===== src/rtl/buff_responder.sv =====
// Phase-driven buffer responder. A sequencer drives the phase on `state`:
// the fill phases (IN, BUFF) accept words into a circular buffer, the drain
// phase (OUT) hands them back in order. When the buffer becomes full in a fill
// phase, or empty in the drain phase, `changes` pulses once to ask the
// sequencer to advance. Further requests are held off until the phase
// actually moves. The reserved phase freezes traffic and raises a sticky error.
module buff_responder #(
  parameter int DATA_W = 8,
  parameter int DEPTH  = 4
) (
  input  logic                       clk,
  input  logic                       reset,
  input  logic [1:0]                 state,
  input  logic                       in_valid,
  input  logic [DATA_W-1:0]          in_data,
  output logic                       in_ready,
  output logic                       out_valid,
  output logic [DATA_W-1:0]          out_data,
  input  logic                       out_ready,
  output logic                       changes,
  output logic [$clog2(DEPTH):0]     count,
  output logic                       err
);

  localparam int AW = $clog2(DEPTH);
  localparam int CW = AW + 1;

  typedef enum logic [1:0] {
    PH_IN   = 2'b00,
    PH_BUFF = 2'b01,
    PH_OUT  = 2'b10,
    PH_RSV  = 2'b11
  } phase_t;

  logic [DATA_W-1:0] mem [DEPTH];
  logic [AW-1:0]     wptr, rptr;
  logic [CW-1:0]     cnt;
  logic              wait_ack;
  logic [1:0]        req_state;

  logic fill, drain, push, pop, full_evt, empty_evt;

  // Phase decode and handshake qualification; everything is gated by reset so
  // no handshake is offered while the block is held in reset.
  always_comb begin
    fill      = reset && ((phase_t'(state) == PH_IN) || (phase_t'(state) == PH_BUFF));
    drain     = reset && (phase_t'(state) == PH_OUT);
    in_ready  = fill  && (cnt < CW'(DEPTH)) && !wait_ack;
    out_valid = drain && (cnt != '0) && !wait_ack;
    push      = in_valid  && in_ready;
    pop       = out_valid && out_ready;
    // Phase-complete conditions; wait_ack blocks re-requesting while the
    // sequencer has not yet moved to the new phase.
    full_evt  = fill  && (cnt == CW'(DEPTH)) && !wait_ack;
    empty_evt = drain && (cnt == '0) && !wait_ack;
  end

  assign out_data = mem[rptr];
  assign count    = cnt;

  // Buffer storage; contents survive reset, only the pointers are cleared.
  always_ff @(posedge clk) begin
    if (push) mem[wptr] <= in_data;
  end

  // Pointers, occupancy, advance request handshake and sticky error.
  always_ff @(posedge clk or negedge reset) begin
    if (!reset) begin
      wptr      <= '0;
      rptr      <= '0;
      cnt       <= '0;
      changes   <= 1'b0;
      wait_ack  <= 1'b0;
      req_state <= 2'b00;
      err       <= 1'b0;
    end else begin
      // Pointers wrap naturally since DEPTH is a power of two.
      if (push) wptr <= wptr + AW'(1);
      if (pop)  rptr <= rptr + AW'(1);
      // Push and pop live in exclusive phases, so at most one applies.
      if (push)     cnt <= cnt + CW'(1);
      else if (pop) cnt <= cnt - CW'(1);

      changes <= full_evt || empty_evt;
      if (full_evt || empty_evt) begin
        wait_ack  <= 1'b1;
        req_state <= state;
      end else if (wait_ack && (state != req_state)) begin
        wait_ack  <= 1'b0;
      end

      if (phase_t'(state) == PH_RSV) err <= 1'b1;
    end
  end

endmodule

===== config.mk =====
export PLATFORM = sky130hd
export DESIGN_NAME = buff_responder
export DESIGN_NICKNAME = d
export VERILOG_FILES = /design/src/rtl/buff_responder.sv
export SDC_FILE = /design/constraint.sdc
export NUM_CORES = 1
export LEC_CHECK = 0
export CORE_AREA = 8 8 85 87
export CTS_CLUSTER_SIZE = 14
export DETAILED_ROUTE_END_ITERATION = 8
export DIE_AREA = 0 0 93 95
export PLACE_DENSITY = 0.64
export SYNTH_ARGS = -nofsm -noshare
export SYNTH_HDL_FRONTEND = slang
export SYNTH_SLANG_ARGS = --single-unit

===== constraint.sdc =====
create_clock -name clk -period 2.8 [get_ports clk]
set_input_delay 0.28 -clock clk [delete_from_list [all_inputs] [get_ports clk]]
set_output_delay 0.28 -clock clk [all_outputs]
set_load 0.02 [all_outputs]

==> flow_metrics.env <==
export IMPL_status="complete, no violations"
export IMPL_wl_per_cell_um=16.3
export IMPL_max_slew_margin_rel_pct=59.6
export IMPL_cts_resized=0
export IMPL_netlist_area_um2=1970
export IMPL_syn_to_final_growth_pct=24.0
export IMPL_ioPinCount=29
export IMPL_min_period_over_period_pct=87.6
export IMPL_grt_max_degree=15
export IMPL_io_buffers=28
export IMPL_ys_flop_type="edfxtp_1"
export IMPL_cap_violations=0
export IMPL_period_needed_ns=2.45
export IMPL_synth_nets=138
export IMPL_firstDrtPassIters=4
export IMPL_cts_buffers=5
export IMPL_yosys_area_share_simple_pct=9.95
export IMPL_grt_pass1_vias=1239
export IMPL_ff2ff_setup_slack_ns=0.70
export IMPL_crit_reg2reg_capture="count[2]"
export IMPL_synth_seq_cells=44
export IMPL_p_leak_nw=0.862
export IMPL_synth_async_sr_flop_share_pct=27.3
export IMPL_slew_violations=0
export IMPL_slowest_stage="dfrtp_1"
export IMPL_cp_depth=2
export IMPL_muxShareOfSynthArea_pct=9.63
export IMPL_required_ns=2.52
export IMPL_seq_area_frac_synth_pct=63.9
export IMPL_setup_tns_ns=0
export IMPL_crit_chain="mux4_2 > clkdlybuf4s50_1"
export IMPL_start_kind="register"
export IMPL_postCtsSetupRepairBufs=0
export IMPL_synth_top_area_cell="edfxtp_1"
export IMPL_vias=1142
export IMPL_die_w_um=93
export IMPL_layout_cells_non_filler=228
export IMPL_worst_pin_slew_ns=0.606
export IMPL_p_per_area_nw_per_um2=875
export IMPL_place_inst=220
export IMPL_core_area_um2=5820
export IMPL_ir_drop_mv=0.331
export IMPL_first_iter_violations=69
export IMPL_num_nets_final=171
export IMPL_synth_top_family_by_area="simple AND/OR/NAND/NOR gates"
export IMPL_dieHeight_um=95
export IMPL_dp_hpwl_um=2630
export IMPL_grt_pass1_wl_um=5910
export IMPL_remaining_drc_errors=0
export IMPL_routed_wirelength_um=3730
export IMPL_seq_area_um2=1260
export IMPL_syn_inst=119
export IMPL_drive_gt1_share_pct=20.3
export IMPL_yosysMostFrequentCell="edfxtp_1"
export IMPL_track_usage_pct=8.62
export IMPL_fillCellCount=563
export IMPL_r2r_start="count[2]"
export IMPL_cp_top_family="flip-flops"
export IMPL_num_rows=28
export IMPL_fmax_mhz=408
export IMPL_yosysWarnings=0
export IMPL_ys_types=44
export IMPL_synthTopCellsByArea="edfxtp_1 49%, dfrtp_1 15%, mux4_2 9.1%, ha_1 2.5%, nor4b_4 2.4%"
export IMPL_hold_viol=0
export IMPL_multi_input_area_um2=641
export IMPL_synth_compound_area_share_pct=7.54
export IMPL_insertedDiodeCount=0
export IMPL_tritoncts="done"
export IMPL_holdCritPathClass="in -> async"
export IMPL_ant_nets=0
export IMPL_routed_via_density=5.01
export IMPL_final_setup_skew_ns=0.00718
export IMPL_setup_slack_ns=0.346
export IMPL_syn_area_per_cell_um2=16.6
export IMPL_clockBufferDepth=2
export IMPL_crit_fanout=10
export IMPL_routabilityCongestion=0.798
export IMPL_grt_overflow_total=0
export IMPL_synth_xor_area_share_pct=1.77
export IMPL_reg2reg_depth=6
export IMPL_start_util_pct=34.0
export IMPL_cts_clk_slew_worst_paths_ns=0.08
export IMPL_yosysTopAreaCellShare_pct=48.7
export IMPL_crit_start="rptr[0]"
export IMPL_ctsHoldBuffers=0
export IMPL_path_class="reg -> out"
export IMPL_setup_viol=0
export IMPL_crit_arrival_ns=2.17
export IMPL_cp_num_buf_inv=1
export IMPL_end_kind="primary output"
export IMPL_synth_edf_count=32
export IMPL_rsz0062_at_grt="no"
export IMPL_synth_top_cells_by_count="32 x edfxtp_1, 12 x dfrtp_1, 8 x mux4_2"
export IMPL_die_area_um2=8840
export IMPL_clk_latency_ns=0.29
export IMPL_antenna_found_initial=0
export IMPL_clock_root_buffer="clkbuf_8"
export IMPL_pre_cts_ws_ns=0.288
export IMPL_clkSinkCount=44
export IMPL_synth_fa_ha_area_share_pct=3.55
export IMPL_cts_max_level=2
export IMPL_max_stage_delay_ns=0.74
export IMPL_endpoint="out_data[4]"
-- cell type report --
class                           instances  area share, %
Sequential cell                        44           51.5
Multi-Input combinational cell         62           26.2
Timing Repair Buffer                   33           13.0
Tap cell                               75           3.83
Clock buffer                            5           2.81
Clock inverter                          3           1.74
Inverter                                6          0.920
-- cell usage in the layout, fill, tap and decap left out, types with 5 or more instances in the layout --
master,instances
nor2_1,6
edfxtp_1,32
mux4_2,8
inv_1,6
buf_4,5
clkbuf_8,5
clkdlybuf4s50_1,28
dfrtp_1,12
-- logic make-up (layout without fill, tap and decap cells) --
group                      after synthesis  count (layout)
and+or+nand+nor                         26              26
adders and majority gates                5               5
AOI/OAI and AO/OA                       18              18
xor gates and xnor gates                 4               4
buffers and inverters                   13              47
DFF                                     44              44
muxes                                    9               9
-- where the power goes --
part | internal (mW) | total (mW) | switching [mW]
Combinational | 0.396 | 0.713 | 0.317
Sequential | 0.774 | 0.949 | 0.175
Clock | 0.264 | 0.479 | 0.214
Total | 1.43 | 2.14 | 0.706
-- sequential cells by signal, summed over array words and instances (netlist names) --
signal	cells
mem	32
count	3
req_state	2
rptr	2
wptr	2
changes	1
err	1
wait_ack	1
-- per-stage QoR --
step	hold slack, ns	instance area (µm²)	power [mW]	util (%)
after floorplan	-0.0156	1970	1.39	-
after global placement	0.443	2340	1.65	40.2
after detailed placement	0.451	2340	1.69	40.2
after CTS	0.258	2450	2.16	42.1
after global routing	0.267	2450	2.26	42.1
final	0.263	2450	2.14	42.1
-- worst min path at each step --
stage / startpoint / endpoint / slack [ns]
2_1_floorplan: reset / changes / -0.02
3_3_place_gp: err / err / 0.44
3_5_place_dp: err / err / 0.45
4_1_cts: reset / err / 0.26
5_1_grt: reset / err / 0.27
6_report: reset / err / 0.26
-- worst reg2reg max path: cells and delay by family, from the launching register on --
kind            cells  cell delay (ns)
flops               1             0.55
fa+ha+maj           1             0.39
compound gates      1             0.29
buf+inv             1             0.05
simple gates        3             0.71
-- per-layer routing --
layer	up-vias	share of wire, %	wire length [µm]	GRT usage (%)
met5	-	0	0	0
met4	0	0.83	31	2.01
met3	5	7.4	275	3.89
met2	40	50	1860	15.3
met1	571	42	1560	9.20
li1	526	-	-	-
(Power assumes the default switching activity.)
